### config.mk
export PLATFORM = sky130hd
export DESIGN_NAME = mem_access_unit
export DESIGN_NICKNAME = d
export VERILOG_FILES = /design/src/rtl/mem_pkg.sv /design/src/rtl/load_extend.sv /design/src/rtl/mem_access_unit.sv
export SDC_FILE = /design/constraint.sdc
export NUM_CORES = 1
export LEC_CHECK = 0
export ABC_AREA = 1
export CORE_UTILIZATION = 37
export CTS_BUF_LIST = sky130_fd_sc_hd__clkbuf_16
export DETAILED_ROUTE_END_ITERATION = 6
export HOLD_SLACK_MARGIN = 0.05
export PLACE_DENSITY = 0.67
export RECOVER_POWER = 50
export SKIP_CTS_REPAIR_TIMING = 1
export SLEW_MARGIN = 20
export SYNTH_ARGS = -nofsm -noshare
export SYNTH_HDL_FRONTEND = slang
export SYNTH_SLANG_ARGS = --single-unit
### constraint.sdc
create_clock -name clk_in -period 3.5 [get_ports clk_in]
set_clock_uncertainty 0.05 [all_clocks]
set_input_delay 1.05 -clock clk_in [delete_from_list [all_inputs] [get_ports clk_in]]
set_output_delay 1.05 -clock clk_in [all_outputs]
set_load 0.01 [all_outputs]
### src/rtl/mem_pkg.sv
// Shared encodings for the memory access unit.
//   readtype_e : load type encoding from the M stage
//   memwrite_e : store size encoding from the M stage
//   state_e    : access FSM states
//   acc_t      : access descriptor captured when an access is accepted
package mem_pkg;

    typedef enum logic [2:0] {
        RT_LW   = 3'b000,
        RT_LB   = 3'b001,
        RT_LBU  = 3'b010,
        RT_LH   = 3'b011,
        RT_LD   = 3'b100,
        RT_LHU  = 3'b101,
        RT_LWU  = 3'b110,
        RT_RSVD = 3'b111
    } readtype_e;

    typedef enum logic [1:0] {
        MW_NONE  = 2'b00,
        MW_BYTE  = 2'b01,
        MW_WORD  = 2'b10,
        MW_DWORD = 2'b11
    } memwrite_e;

    typedef enum logic [1:0] {
        ST_IDLE = 2'd0,
        ST_REQ  = 2'd1,
        ST_DONE = 2'd2
    } state_e;

    typedef struct packed {
        logic      is_store;
        readtype_e rtype;
    } acc_t;

    // log2 of the access size in bytes; bit 2 marks an encoding with no defined size
    function automatic logic [2:0] access_size_lg(input logic      is_store,
                                                  input memwrite_e mw,
                                                  input readtype_e rt);
        logic [2:0] lg;
        lg = 3'b100;
        if (is_store) begin
            case (mw)
                MW_BYTE:  lg = 3'd0;
                MW_WORD:  lg = 3'd2;
                MW_DWORD: lg = 3'd3;
                default:  lg = 3'b100;
            endcase
        end else begin
            case (rt)
                RT_LB, RT_LBU: lg = 3'd0;
                RT_LH, RT_LHU: lg = 3'd1;
                RT_LW, RT_LWU: lg = 3'd2;
                RT_LD:         lg = 3'd3;
                default:       lg = 3'b100;
            endcase
        end
        return lg;
    endfunction

endpackage

### src/rtl/load_extend.sv
// Load lane extraction and sign/zero extension (combinational).
//   rdata  : full-width memory read data
//   off    : byte offset of the access within the N-bit word
//   rtype  : load type
//   data_c : right-aligned, extended load result
module load_extend
    import mem_pkg::*;
#(
    parameter int unsigned N = 64
) (
    input  logic [N-1:0]             rdata,
    input  logic [$clog2(N/8)-1:0]   off,
    input  readtype_e                rtype,
    output logic [N-1:0]             data_c
);

    logic [N-1:0] sh;

    // Shift the addressed lane down to bit 0, then extend by load type
    always_comb begin
        sh     = rdata >> {off, 3'b000};
        data_c = sh;
        case (rtype)
            RT_LB:   data_c = N'($signed(sh[7:0]));
            RT_LBU:  data_c = N'(sh[7:0]);
            RT_LH:   data_c = N'($signed(sh[15:0]));
            RT_LHU:  data_c = N'(sh[15:0]);
            RT_LW:   data_c = N'($signed(sh[31:0]));
            RT_LWU:  data_c = N'(sh[31:0]);
            default: data_c = sh;
        endcase
    end

endmodule

### src/rtl/mem_access_unit.sv
// Pipeline memory access unit: stalls the pipeline while a load/store from
// the M stage is carried out on a simple req/ready memory port.
//   clk_in, reset           : clock, async active-low reset
//   dataadr, writedata      : access address and right-aligned store data
//   memwriteM, memreadM     : store size / load request
//   readtypeM               : load type
//   stall                   : pipeline freeze (combinational)
//   readdata                : extended load result, valid in the DONE cycle
//   mem_req, mem_we         : memory request / write strobe
//   mem_addr, mem_be        : aligned address, byte enables
//   mem_wdata, mem_rdata    : lane-aligned write data, read data
//   mem_ready               : memory completion strobe
//   err_timeout, err_align  : sticky error flags
module mem_access_unit
    import mem_pkg::*;
#(
    parameter int unsigned N       = 64,
    parameter int unsigned TIMEOUT = 255
) (
    input  logic             clk_in,
    input  logic             reset,
    input  logic [N-1:0]     dataadr,
    input  logic [N-1:0]     writedata,
    input  logic [1:0]       memwriteM,
    input  logic             memreadM,
    input  logic [2:0]       readtypeM,
    output logic             stall,
    output logic [N-1:0]     readdata,
    output logic             mem_req,
    output logic             mem_we,
    output logic [N-1:0]     mem_addr,
    output logic [N/8-1:0]   mem_be,
    output logic [N-1:0]     mem_wdata,
    input  logic [N-1:0]     mem_rdata,
    input  logic             mem_ready,
    output logic             err_timeout,
    output logic             err_align
);

    localparam int unsigned NB = N / 8;
    localparam int unsigned LW = $clog2(NB);
    localparam int unsigned CW = 16;
    localparam logic [CW-1:0] CNT_LAST = CW'(TIMEOUT - 1);

    state_e        state_q;
    state_e        state_d;
    acc_t          acc_q;
    logic [LW-1:0] off_q;
    logic [CW-1:0] cnt_q;

    logic          access_c;
    logic          is_store_c;
    logic          misalign_c;
    logic          req_tmo_c;
    logic [2:0]    size_c;
    logic [LW-1:0] off_c;
    logic [NB-1:0] be_c;
    logic [N-1:0]  ext_c;

    // Decode the access presented by the M stage; a store wins over a load
    always_comb begin
        access_c   = memreadM || (memwriteM != MW_NONE);
        is_store_c = (memwriteM != MW_NONE);
        size_c     = access_size_lg(is_store_c, memwrite_e'(memwriteM), readtype_e'(readtypeM));
        off_c      = dataadr[LW-1:0];
        // Wider than the bus (ld/sd on N=32) or an undefined size counts as misaligned
        misalign_c = size_c[2]
                  || (32'(size_c[1:0]) > LW)
                  || ((dataadr[2:0] & 3'((4'd1 << size_c[1:0]) - 4'd1)) != 3'd0)
                  || ((N == 32) && !is_store_c && (readtype_e'(readtypeM) == RT_LWU));
        be_c = '0;
        case (size_c[1:0])
            2'd0:    be_c = NB'(1);
            2'd1:    be_c = NB'(3);
            2'd2:    be_c = NB'(15);
            default: be_c = '1;
        endcase
        be_c = be_c << off_c;
    end

    assign req_tmo_c = (cnt_q == CNT_LAST);

    // Next state and stall; stall is forced low while reset is asserted
    always_comb begin
        state_d = state_q;
        stall   = 1'b0;
        case (state_q)
            ST_IDLE: begin
                if (access_c) begin
                    stall   = 1'b1;
                    state_d = misalign_c ? ST_DONE : ST_REQ;
                end
            end
            ST_REQ: begin
                stall = 1'b1;
                if (mem_ready || req_tmo_c) begin
                    state_d = ST_DONE;
                end
            end
            ST_DONE: state_d = ST_IDLE;
            default: state_d = ST_IDLE;
        endcase
        if (!reset) begin
            stall = 1'b0;
        end
    end

    load_extend #(.N(N)) u_load_extend (
        .rdata  (mem_rdata),
        .off    (off_q),
        .rtype  (acc_q.rtype),
        .data_c (ext_c)
    );

    // State, captured access, memory port and result registers
    always_ff @(posedge clk_in or negedge reset) begin
        if (!reset) begin
            state_q     <= ST_IDLE;
            acc_q       <= '0;
            off_q       <= '0;
            cnt_q       <= '0;
            mem_req     <= 1'b0;
            mem_we      <= 1'b0;
            mem_addr    <= '0;
            mem_be      <= '0;
            mem_wdata   <= '0;
            readdata    <= '0;
            err_timeout <= 1'b0;
            err_align   <= 1'b0;
        end else begin
            state_q  <= state_d;
            readdata <= '0;
            case (state_q)
                ST_IDLE: begin
                    if (access_c) begin
                        acc_q.is_store <= is_store_c;
                        acc_q.rtype    <= readtype_e'(readtypeM);
                        off_q          <= off_c;
                        if (misalign_c) begin
                            err_align <= 1'b1;
                        end else begin
                            cnt_q     <= '0;
                            mem_req   <= 1'b1;
                            mem_we    <= is_store_c;
                            mem_addr  <= dataadr & ~N'(NB - 1);
                            mem_be    <= be_c;
                            mem_wdata <= writedata << {off_c, 3'b000};
                        end
                    end
                end
                ST_REQ: begin
                    if (mem_ready || req_tmo_c) begin
                        mem_req <= 1'b0;
                        mem_we  <= 1'b0;
                        mem_be  <= '0;
                        if (mem_ready) begin
                            if (!acc_q.is_store) begin
                                readdata <= ext_c;
                            end
                        end else begin
                            err_timeout <= 1'b1;
                        end
                    end else begin
                        cnt_q <= cnt_q + CW'(1);
                    end
                end
                default: ;
            endcase
        end
    end

endmodule

After elaboration in Yosys (flattened, before gate mapping)
Cells that the tools add are included.

word-level totals
  flip-flop bits (word level) = 226
  output and inout bits = 205
  logic and storage cells = 95

operators by class
  $add $sub $neg = 2
  equal/unequal tests = 22
  shift-type cells = 4
  mux-type cells = 31
  bitwise operators = 3
  reductions and logical operators = 20

operators with widths
  cell                   count
  $pmux 64 s6            1
  $mux 64                4
  $shl 64x6->64          1
  $shr 64x6->64          1
  $mux 16                3
  $pmux 16 s2            1
  $mux 8                 3
  $pmux 8 s3             1
  $add 16x1->16 const B  1
  $eq 16x8->1 const B    1
  $pmux 8 s2             1
  $eq 3x3->1 const B     5
  $eq 3x2->1 const B     4
  $pmux 3 s4             1
  $pmux 3 s3             1
  $reduce_and 3->1       3
  $ne 2x2->1 const B     4
  $reduce_and 4->1       2
  $shl 8x3->8            1
  $mux 1                 7
  $eq 2x1->1 const B     3
  $eq 2x2->1 const B     3
  $eq 3x1->1 const B     2
  $logic_not 3->1        2
  other kinds (14)       26

Logic depth before layout (Yosys ltp)
  depth in word-level cells = 12
  gate-level depth with buffers = 13

Hierarchy
Synthesis repeated with hierarchy kept, for this count alone.

second synthesis, totals
  cell total of the unflattened synthesis = 1,747
  area total of the unflattened synthesis = 12,808.5 um^2

modules (own cells, without submodules)
  module           instances  cells an instance  area an instance (um^2)  seq. area each (um^2)
  mem_access_unit  1          1,247              10,407.5                 5,655.4
  load_extend      1          500                2,401.1                  0.0

Worst setup path after synthesis
Ideal clock, no wire load.

  path type = input to output
  start point = in memwriteM[0]
  end point = out stall
  data arrival time = 1.641 ns
  path slack = 0.759 ns
  cell stages on the path = 6
  path buffers = 0
  cells stage by stage = inv_1 nand2_2 nor2_1 nor3_4 o21ai_0 inv_1

on the way
  word-level cells in the longest chain between the ends = 5

RTL lines
  what               RTL line                RTL
  from (decl)        mem_access_unit.sv:24   input logic [1:0] memwriteM,
  $reduce_bool 2->1  mem_access_unit.sv:62   access_c = memreadM || (memwriteM != MW_NONE);
  $logic_or 1x1->1   mem_access_unit.sv:62
  $mux 1             mem_access_unit.sv:89   if (access_c) begin
  $pmux 1 s2         mem_access_unit.sv:87   case (state_q)
  $mux 1             mem_access_unit.sv:103  if (!reset) begin
  to (decl)          mem_access_unit.sv:27   output logic stall,

No other way between the ends.

Worst setup path after layout
  start point = in memwriteM[1]
  end point = out stall

The elaborated chain is that of the path after synthesis.

==> results.toml <==
[worst_setup_path]
r2r_slack_ns = 0.51
r2r_end = "readdata[14]"
critical_path_class = "primary input to output port"
r2r-start = "state_q[0]"
worstPathRequired_ns = 2.40
slowest_delay_ns = 0.44
cp_cell_sequence = "clkdlybuf4s50_1, inv_2, nand2_2, nor2_2, nor3_4, o21ai_0, buf_4, inv_1, dlymetal6s2s_1"
cp_num_buf_inv = 5
critPathLaunchType = "primary input"
path_max_fanout = 2
cp_data_arrival_time_ns = 2.30
critPathCaptureType = "output port"
cpMaxStageDelayCell = "clkdlybuf4s50_1"
critPathTopFamily = "buffers and inverters"
r2r_cells = 7

[clock_network]
clk_pin_slew_worst_paths_ns = 0.06
cts_max_level = 1
cts_tree = "yes"
cts_buffer_depth = 3
insertion_delay_ns = 0.53
root_buffer = "clkbuf_16"
cts_buffers = 27
clock_sinks = 226

[power_and_ir_drop]
peakVddDrop_mv = 0.397
power_density_nw_per_um2 = 724
power.leakage_nw = 8.87

[global_routing]
grt_pass1_vias = 12200
grt.total_usage = 0.259
grt_pass1_wl_um = 69100
antenna_found_initial = 4
grt_start_max_net_pins = 138
gr-total-overflow = 0

[cells_and_area]
final_nets = 2315
final_design_area_no_fill_sq_um = 17600
postLayoutCoreUtil = 0.538
drive_gt1_frac = 0.0541
area_delta_synth_final_pct = 41.7
diodes = 0

[synthesis]
yosysSeqAreaShare = 0.454
synthDistinctLibCells = 39
ys_ff_latch = 226
synth_compound_area_frac = 0.126
synth-async-reset-ratio = 1.00
synth_ff_type = "dfrtp_1"
muxShareOfSynthArea = 0.00724
syn_area_sq_um = 12500
syn_inst = 1747
synth_adder_area_share = 0.00201
synth.avg_cell_area_sq_um = 7.13
synth_edf_count = 0
synth-xor-area-share = 0.00774
synth_top_family_by_area = "simple AND/OR/NAND/NOR gates"
yosys.area_share.simple = 0.323
yosys_warnings = 0

[flow_run]
drv_cap = 1

[place]
gp_congestion = 1.00
portBuffers = 402
post-dp-hpwl_um = 33500
place_area_sq_um = 16900

[sta]
hold_viol = 0
finalCritPeriodShare = 0.972
max_slew.worst_pin.slew_ns = 1.64
finalMaxSlewViolations = 28
whs_ns = 0.412
setup_viol = 0
fmax_mhz = 294
period_minus_slack_ns = 3.40
grt_setup_unrepaired = "no"
slew_headroom = -0.0956

[drt]
wl_per_cell_um = 17.6
viasPerCell = 5.00
wirelength_um = 45200
drc = 0
dr.first_iter.drc_count = 1081
dr.pass1.iters = 6
ant_nets = 0
vias = 12900

[floorplanning]
rows = 66
coreArea_sq_um = 32800
start_util = 0.380
fp.dieW_um = 185
io_pins = 406
die_area_sq_um = 34400
die_y_um = 185

[status]
status = "complete, but fails checks"
violations = "max-capacitance violations, max-slew violations"

[worst_hold_path]
hold_path_class = "flip-flop to flip-flop"
hold_path_depth = 2
hold_start = "mem_wdata[13]"
hold_end = "mem_wdata[13]"
## final cells by class
class | instances | area (sq um)
clock inverters | 16 | 121
fillers | 3153 | 15100
multi-input cells | 1304 | 5810
flip-flops and latches | 226 | 5660
repair buffers | 451 | 4450
inverters | 102 | 383
clock buffers | 27 | 676
well taps | 442 | 553
## worst max path at each step
stage                             from    end  slack, ns  depth (start not counted)
after floorplan           memwriteM[0]  stall       0.76                          6
after global placement    memwriteM[1]  stall      -0.30                          9
after detailed placement  memwriteM[0]  stall      -0.27                          9
after CTS                 memwriteM[1]  stall      -0.28                          9
after global routing      memwriteM[0]  stall       0.02                          9
final                     memwriteM[1]  stall        0.1                          9
## routing by layer
metal / vias to the layer above / wire, um / GRT usage
met4: 8 / 1570 / 0.0932
li1: 6296 / - / -
met2: 491 / 21400 / 0.425
met5: - / 53 / 0
met3: 89 / 3790 / 0.0631
met1: 5966 / 18400 / 0.330
## worst min-delay path, cell delays in order, from the launching register on
cell     delay (ns)
dfrtp_1        0.33
nand2_1        0.05
nand2_1        0.05
## cell families (layout without fill, tap and decap cells)
group	Yosys count	after routing
AO/OA/AOI/OAI	281	281
XOR/XNOR	11	11
adder cells (fa/ha/maj)	2	2
buffers and inverters	219	596
flip-flops	226	226
multiplexers	9	9
other	1	3
AND/OR/NAND/NOR	998	998
## flip-flops by register name (all words and copies together), names as in the netlist
signal,flops
acc_q,4
off_q,3
mem_we,1
mem_addr,61
cnt_q,16
mem_be,8
err_timeout,1
mem_wdata,64
state_q,2
readdata,64
mem_req,1
err_align,1
## report_power, final
group	switching, W	leakage (nW)	internal, W
sequential	0.000508	2.97	0.00344
clock	0.00108	0.401	0.00152
combinational	0.00363	5.50	0.00259
total	0.00522	8.87	0.00755
## through the flow
step	TNS (ns)	setup slack (ns)	cells	total power, W
floorplan	0	0.759	1749	0.00722
detailed placement	-4.84	-0.274	2525	0.0102
global route	0	0.0213	2568	0.0136
finish	0	0.0973	2568	0.0128
global placement	-0.304	-0.304	2525	0.0101
CTS	-0.283	-0.283	2568	0.0129
## layout by cell type, fill, tap and decap left out, types with 2 or more instances in the layout
cell / netlist / routed
conb_1: 1 / 3
o21ai_0: 173 / 173
dlygate4sd3_1: 0 / 58
dfrtp_1: 226 / 226
bufinv_16: 0 / 2
nand3_1: 121 / 121
and2_1: 2 / 2
buf_12: 0 / 7
clkinvlp_4: 0 / 2
clkdlybuf4s50_1: 0 / 339
o211ai_1: 42 / 42
nor3_1: 8 / 9
xnor2_1: 4 / 4
clkbuf_16: 0 / 27
inv_1: 92 / 98
a21oi_1: 43 / 43
inv_2: 7 / 6
nand4_1: 4 / 4
mux2i_1: 9 / 9
a31oi_1: 2 / 2
o31ai_1: 8 / 8
clkinv_1: 3 / 9
o22ai_1: 8 / 8
nand2_2: 3 / 2
nor2_2: 2 / 2
clkbuf_1: 48 / 4
or2_2: 18 / 18
buf_4: 8 / 39
nand2_1: 719 / 720
buf_2: 35 / 3
nor2_1: 116 / 115
ha_1: 2 / 2
xor2_1: 7 / 7
## synthesized netlist by cell type (2+ instances only)
cell | n | area [sq um]
xor2_1 | 7 | 61.3
nor3_1 | 8 | 40.0
nand2_1 | 719 | 2700
dfrtp_1 | 226 | 5660
inv_2 | 7 | 26.3
a21oi_1 | 43 | 215
nand2_2 | 3 | 18.8
nor2_2 | 2 | 12.5
clkinv_1 | 3 | 11.3
nand4_1 | 4 | 25.0
buf_4 | 8 | 60.1
clkbuf_1 | 48 | 180
xnor2_1 | 4 | 35.0
nor2_1 | 116 | 435
o22ai_1 | 8 | 50.1
a31oi_1 | 2 | 12.5
o211ai_1 | 42 | 315
o31ai_1 | 8 | 60.1
buf_2 | 35 | 175
inv_1 | 92 | 345
buf_6 | 13 | 146
ha_1 | 2 | 25.0
nand3_1 | 121 | 606
mux2i_1 | 9 | 90.1
and2_1 | 2 | 12.5
or2_2 | 18 | 113
buf_1 | 13 | 48.8
o21ai_0 | 173 | 866
No activity file was read; power rests on OpenSTA's default activity.
